===== src/rtl/spi_ram_arbiter.sv =====
// Round-robin arbiter for two byte requesters in front of the SPI-slave RAM.
// Serialises each transaction into the RAM's 10-bit command words.
module spi_ram_arbiter #(
  parameter int unsigned TIMEOUT = 4
) (
  input  logic       clk,
  input  logic       rst,
  input  logic       req0,
  input  logic       req1,
  input  logic       we0,
  input  logic       we1,
  input  logic [7:0] addr0,
  input  logic [7:0] addr1,
  input  logic [7:0] wdata0,
  input  logic [7:0] wdata1,
  output logic       ack0,
  output logic       ack1,
  output logic [7:0] rdata,
  output logic       err,
  output logic       busy,
  output logic [9:0] ram_din,
  output logic       ram_rx_valid,
  input  logic [7:0] ram_dout,
  input  logic       ram_tx_valid
);

  typedef enum logic [2:0] {
    IDLE,
    ADDR,
    WDATA,
    RCMD,
    RWAIT,
    DONE
  } state_t;

  localparam logic [7:0] TMAX = 8'(TIMEOUT - 1);

  state_t     state;
  logic       win;
  logic       last;
  logic       we_q;
  logic [7:0] addr_q;
  logic [7:0] wdata_q;
  logic [7:0] cnt;

  logic       pick;
  logic       sel_we;
  logic [7:0] sel_addr;
  logic [7:0] sel_wdata;

  // On a tie the requester not served last wins.
  always_comb begin
    pick      = (req0 && req1) ? ~last : req1;
    sel_we    = pick ? we1 : we0;
    sel_addr  = pick ? addr1 : addr0;
    sel_wdata = pick ? wdata1 : wdata0;
  end

  always_ff @(posedge clk or posedge rst) begin
    if (rst) begin
      state        <= IDLE;
      win          <= 1'b0;
      last         <= 1'b1;
      we_q         <= 1'b0;
      addr_q       <= 8'h00;
      wdata_q      <= 8'h00;
      cnt          <= 8'h00;
      ack0         <= 1'b0;
      ack1         <= 1'b0;
      err          <= 1'b0;
      rdata        <= 8'h00;
      busy         <= 1'b0;
      ram_din      <= 10'h000;
      ram_rx_valid <= 1'b0;
    end else begin
      ack0         <= 1'b0;
      ack1         <= 1'b0;
      err          <= 1'b0;
      ram_din      <= 10'h000;
      ram_rx_valid <= 1'b0;
      unique case (state)
        IDLE: begin
          if (req0 || req1) begin
            win          <= pick;
            last         <= pick;
            we_q         <= sel_we;
            addr_q       <= sel_addr;
            wdata_q      <= sel_wdata;
            busy         <= 1'b1;
            ram_din      <= {(sel_we ? 2'b00 : 2'b10), sel_addr};
            ram_rx_valid <= 1'b1;
            state        <= ADDR;
          end
        end
        ADDR: begin
          ram_rx_valid <= 1'b1;
          if (we_q) begin
            ram_din <= {2'b01, wdata_q};
            state   <= WDATA;
          end else begin
            ram_din <= {2'b11, 8'h00};
            state   <= RCMD;
          end
        end
        WDATA: begin
          ack0  <= ~win;
          ack1  <= win;
          state <= DONE;
        end
        RCMD: begin
          cnt   <= 8'h00;
          state <= RWAIT;
        end
        RWAIT: begin
          if (ram_tx_valid) begin
            rdata <= ram_dout;
            ack0  <= ~win;
            ack1  <= win;
            state <= DONE;
          end else if (cnt == TMAX) begin
            rdata <= 8'h00;
            err   <= 1'b1;
            ack0  <= ~win;
            ack1  <= win;
            state <= DONE;
          end else begin
            cnt <= cnt + 8'd1;
          end
        end
        DONE: begin
          busy  <= 1'b0;
          state <= IDLE;
        end
        default: begin
          busy  <= 1'b0;
          state <= IDLE;
        end
      endcase
    end
  end

endmodule

===== config.mk =====
export PLATFORM = sky130hd
export DESIGN_NAME = spi_ram_arbiter
export DESIGN_NICKNAME = d
export VERILOG_FILES = /design/src/rtl/spi_ram_arbiter.sv
export SDC_FILE = /design/constraint.sdc
export NUM_CORES = 1
export LEC_CHECK = 0
export CAP_MARGIN = 20
export CELL_PAD_IN_SITES_DETAIL_PLACEMENT = 1
export CELL_PAD_IN_SITES_GLOBAL_PLACEMENT = 1
export CORE_MARGIN = 2
export CORE_UTILIZATION = 25
export CTS_CLUSTER_DIAMETER = 120
export DETAILED_ROUTE_END_ITERATION = 10
export PLACE_DENSITY = 0.69
export SLEW_MARGIN = 5
export SYNTH_ARGS = -nofsm -noshare
export SYNTH_HDL_FRONTEND = slang
export SYNTH_SLANG_ARGS = --single-unit

===== constraint.sdc =====
create_clock -name clk -period 3.99 [get_ports clk]
set_clock_uncertainty 0.2 [all_clocks]
set_input_delay 1.197 -clock clk [delete_from_list [all_inputs] [get_ports clk]]
set_output_delay 1.197 -clock clk [all_outputs]
set_load 0.005 [all_outputs]

# --- Yosys cells after proc, flatten, opt, wreduce, memory -nomap -nowiden ---
# Index checks and enable logic that the tools add are counted.
totals:
  out_inout_bits: 23
  elab_cells: 68
  latch_bits: 0
  n_memories: 0
  mem_bits_rw: 0
  input_bits: 47
  ff_bits: 45
  romBits: 0
op_classes:
  shifts: 0
  n_mux: 31
  mul: 0
  add_sub_neg: 1
  n_bitwise: 3
  order_cmp: 0
  n_div: 0
  n_eq_ne: 9
  reduce_logical: 11
ops:
  columns: ["cell", "count"]
  rows:
  - ["two-way mux 8 bit", 6]
  - ["two-way mux 10 bit", 2]
  - ["case mux 10 bit (2 select lines)", 1]
  - ["case mux 8 bit (2 select lines)", 1]
  - ["case mux 3 bit (5 select lines)", 1]
  - ["two-way mux 1 bit", 12]
  - ["two-way mux 3 bit", 3]
  - ["adder 8 x 1 -> 8 bit (second input constant)", 1]
  - ["equality test 8 x 2 -> 1 bit (second input constant)", 1]
  - ["case mux 1 bit (2 select lines)", 4]
  - ["AND reduction 2 bit", 4]
  - ["equality test 3 x 2 -> 1 bit (second input constant)", 2]
  - ["inequality test 2 bit (second input constant)", 3]
  - ["nonzero test 2 bit", 2]
  - ["OR reduction 4 bit", 1]
  - ["equality test 3 x 1 -> 1 bit (second input constant)", 1]
  - ["equality test 3 bit (second input constant)", 1]
  - ["logical NOT 3 bit", 1]
  - ["inequality test 3 bit (second input constant)", 1]
  - ["NOT 1 bit", 3]
  - ["AND reduction 3 bit", 1]
  - ["two-way mux 2 bit", 1]
  - ["logical AND 1 bit", 1]
  - ["logical OR 1 bit", 1]

# --- Depth between registers and ports, before layout ---
logic_depth:
  ltp_word: 6
  depth_mapped: 6
  mapped_depth_nobuf: 5

# --- Worst setup path before layout ---
# No wires, ideal clock.
synth_timing:
  path_type: "input port to flip-flop"
  from: "in req1"
  to: "reg wdata_q[0]"
  t_arrival_ns: 2.127
  cell_stages: 5
  path_slack_ns: 1.527
  setup_time_ns: 0.136
  t_required_ns: 3.654
  path_buffers: 2
  path_cell_list: "a21boi_0 buf_2 buf_2 mux2i_1 o21ai_0"
synth_via:
  elab_chain_cells: 3
  elab_cells_between_ends: 5
  classes_between: "mux (2); reduce/logical (3)"
synth_rtl:
  columns: ["item", "line", "text"]
  rows:
  - ["start: declaration", "9", "input logic req1,"]
  - ["logical AND 1 bit", "53", "pick = (req0 && req1) ? ~last : req1;"]
  - ["two-way mux 1 bit", "53", null]
  - ["two-way mux 8 bit", "56", "sel_wdata = pick ? wdata1 : wdata0;"]
  - ["end signal: assignment", "88", "wdata_q <= sel_wdata;"]
  - ["end: declaration", "43", "logic [7:0] wdata_q;"]
# Parallel ways exist; a longest one is shown, timed or not.
# A chain may end at the register's enable or synchronous reset.

# --- Worst setup path after layout ---
layout_timing:
  from: "in req1"
  to: "reg ram_din[6]"
layout_via:
  elab_chain_cells: 5
  elab_cells_between_ends: 6
  classes_between: "mux (4); reduce/logical (2)"
layout_rtl:
  columns: ["item", "line", "text"]
  rows:
  - ["logical AND 1 bit", "53", null]
  - ["two-way mux 1 bit", "53", null]
  - ["two-way mux 8 bit", "55", "sel_addr = pick ? addr1 : addr0;"]
  - ["two-way mux 10 bit (*)", "83", "if (req0 || req1) begin"]
  - ["case mux 10 bit (2 select lines) (*)", "81", "unique case (state)"]
  - ["end signal: assignment", "90", "ram_din <= {(sel_we ? 2'b00 : 2'b10), sel_addr};"]
  - ["end signal: assignment", "98", "ram_din <= {2'b01, wdata_q};"]
  - ["end signal: assignment", "101", "ram_din <= {2'b11, 8'h00};"]
  - ["end: declaration", "21", "output logic [9:0] ram_din,"]
# Mark *: on every way between the ends. The rest lies on a longest branch, timed or not.

==> impl_metrics.csv <==
group,metric,value,unit
floorplan,core_area,8093,um^2
finish,area_delta_synth_final,43.17,%
synthesis,synth_top_area_share,53.43,%
floorplan,row_count,33,
floorplan,die-area,8985,um^2
detailed_routing,vias,1701,
worst_setup_path,worstPathRequired,3.97,ns
synthesis,ys_types,36,
worst_setup_path,crit_family,"buffers and inverters",
synthesis,synthTopCellsByCount,"44 x dfrtp_1, 26 x nand2_1, 23 x o21ai_0",
min_path,whs_path_depth,2,
floorplan,die_w,94.79,um
worst_setup_path,arrival,2.83,ns
synthesis,synth_seq_cells,45,
worst_setup_path,crit_start,"req1",
sta,slew_headroom,53.34,%
power,power_per_cell_area,578.4,nW/um^2
clock_tree,clock-sinks,45,
clock_tree,h-tree-depth,2,
finish,drive_gt1_share,8.429,%
synthesis,synthesis.area,2061,um^2
clock_tree,hold_buffers,0,
detailed_routing,drt_iter0_drc,24,
detailed_routing,drtPass1Iterations,4,
synthesis,yosysTopAreaCell,"dfrtp_1",
clock_tree,clk_latency,0.30,ns
synthesis,yosys_warnings,0,
detailed_routing,drc_errors,0,
min_path,hold_class,"reg -> reg",
placement,gp_congestion,0.7134,
clock_tree,root_buffer,"clkbuf_8",
worst_setup_path,critPathBufInv,2,
synthesis,syn-mean-instance-area,10.73,um^2
synthesis,async_flop_share,100.0,%
synthesis,ys.flop_type,"dfrtp_1",
clock_tree,cts_max_path_buffers,2,
sta,worstMarginPinSlew,0.6935,ns
placement,port-buffer-count,69,
sta,final-max-slew-violation-count,0,
clock_tree,clkSlewWorstSetupHoldPaths,0.09,ns
outcome,status,"finished clean",
worst_setup_path,r2r_slack,1.82,ns
floorplan,die_y,94.79,um
worst_setup_path,cp_slowest_stage_delay,0.51,ns
power,vdd_drop_max,0.1426,mV
finish,fin_cells,366,
sta,rsz0062_at_grt,"false",
synthesis,yosysMostFrequentCell,"dfrtp_1",
global_route,antenna_found_initial,0,
global_route,grt-ovfl-total,0,
min_path,hold_start,"wdata_q[3]$_DFFE_PP0P_",
clock_tree,cts_tree,"built",
worst_setup_path,path_cells,"clkdlybuf4s50_1 > a21boi_2 > buf_4 > mux2i_1 > o21ai_0",
floorplan,pin_count,70,
synthesis,synth_nets,240,
worst_setup_path,start_kind,"input pin",
worst_setup_path,reg2reg_from,"cnt[0]$_DFFE_PP0P_",
detailed_routing,routed_via_density,4.648,
detailed_routing,wl_per_cell,13.49,um
clock_tree,postCtsResizedCells,0,
detailed_routing,ant_nets,0,
synthesis,synth.area.top_cells,"dfrtp_1 53%, mux2i_1 8.3%, o21ai_0 5.6%",
sta,finalCriticalPeriod,2.851,ns
synthesis,synth_edf_count,0,
synthesis,syn_inst,192,
detailed_routing,wl,4937,um
sta,fin_crit_sh,71.45,%
run,drv_cap,0,
floorplan,start_util,25.46,%
worst_setup_path,crit_path_end_kind,"flip-flop",
global_route,grt_pass1_vias,1749,
worst_setup_path,cpMaxStageDelayCell,"clkdlybuf4s50_1",
synthesis,seq_area_frac_synth,54.71,%
placement,hpwl,3638,um
placement,dp.cells,359,
clock_tree,post_cts_buffers,0,
sta,hold_viol,0,
global_route,grt_max_degree,46,
sta,totalNegativeSetupSlack,0,ns
worst_setup_path,crit_type,"in -> reg",
worst_setup_path,rr_worst_depth,5,
sta,fmax,0.3508,GHz
finish,final_nets,309,
worst_setup_path,crit_fanout,12,
finish,num_antenna_cells,0,
sta,setup-violations-final,0,
finish,fin_util,36.46,%
min_path,holdPathEnd,"ram_din[3]$_DFF_PP0_",
global_route,grt_usage,11.75,%
worst_setup_path,timing.rr.end,"cnt[5]$_DFFE_PP0P_",
clock_tree,cts_inserted_buffers,5,
global_route,grt_pass1_wl,8238,um
power,p_leak,1.243,nW
==> cell usage in the layout, fill, tap and decap left out, drive strengths merged <==
cell / instances
clkdlybuf4s50: 69
xnor2: 2
clkinvlp: 1
a21o: 1
a31o: 2
inv: 5
and3: 2
a22o: 8
mux2: 2
ha: 1
mux2i: 17
o21a: 1
nand3: 11
dfrtp: 44
and2: 1
or3: 3
a21boi: 2
o211ai: 2
nor3b: 2
nor3: 4
nand2: 26
o21bai: 1
a21oi: 4
or4b: 1
or4: 2
o21ai: 24
o32ai: 1
nor4b: 1
nand2b: 2
dfstp: 1
clkbuf: 6
buf: 3
nor2b: 2
nor4: 2
nor2: 5
==> metal layers <==
metal  GRT usage [%]  vias up  wire length, um
met5               0        -                0
met4           3.623        0               63
met3           4.070        5              367
met2           19.21       54             2283
met1           14.59      820             2223
li1                -      822                -
==> area by class of cell <==
class / count / area [um^2]
fill: 922 / 5142
clock buffer: 6 / 82.58
multi-input combinational: 132 / 869.6
inverter: 5 / 18.77
tap: 105 / 131.4
clock inverter: 1 / 7.507
sequential: 45 / 1127
timing repair buffer: 72 / 713.2
==> registers in the layout (all words and copies together) (netlist names), 3 cells and up <==
name,cells
wdata_q,8
rdata,8
state,3
cnt,8
ram_din,10
==> worst register-to-register path: cells and delay by family (launching register included) <==
kind	cells	cell delay, ns
AO/OA/AOI/OAI	3	0.70
AND/OR/NAND/NOR	1	0.52
flip-flops	1	0.39
adder cells (fa/ha/maj)	1	0.24
==> logic make-up after synthesis <==
group | synth area share [%]
xor gates and xnor gates | 0.8502
AOI/OAI and AO/OA | 14.75
adders and majority gates | 0.6071
buffers and inverters | 3.278
DFF | 54.71
and+or+nand+nor | 16.45
muxes | 9.350
==> worst max path at each step <==
stage / end / cells after the start / slack (ns)
after floorplan: wdata_q[0]$_DFFE_PP0P_ / 5 / 1.53
after global routing: wdata_q[0]$_DFFE_PP0P_ / 5 / 0.98
after CTS: ram_din[6]$_DFF_PP0_ / 5 / 1.11
after global placement: wdata_q[7]$_DFFE_PP0P_ / 5 / 0.87
final: ram_din[6]$_DFF_PP0_ / 5 / 1.14
after detailed placement: ram_din[6]$_DFF_PP0_ / 5 / 0.79
==> stage by stage <==
stage / worst slack, ns / power [mW] / hold slack (ns) / instance area [um^2]
after global routing: 0.9770 / 1.844 / 0.3196 / 2950
final: 1.139 / 1.707 / 0.2871 / 2950
after CTS: 1.108 / 1.736 / 0.2907 / 2950
after floorplan: 1.527 / 1.096 / 0.2185 / 2061
after global placement: 0.8675 / 1.418 / 0.2653 / 2860
after detailed placement: 0.7915 / 1.437 / 0.2701 / 2860
==> power by group <==
group / internal [mW] / total, mW / leakage (nW) / switching (mW)
logic: 0.372 / 0.648 / 0.622 / 0.276
registers: 0.632 / 0.765 / 0.578 / 0.133
clock network: 0.137 / 0.293 / 0.0433 / 0.156
Note: power is estimated with default switching activity, not from simulation.
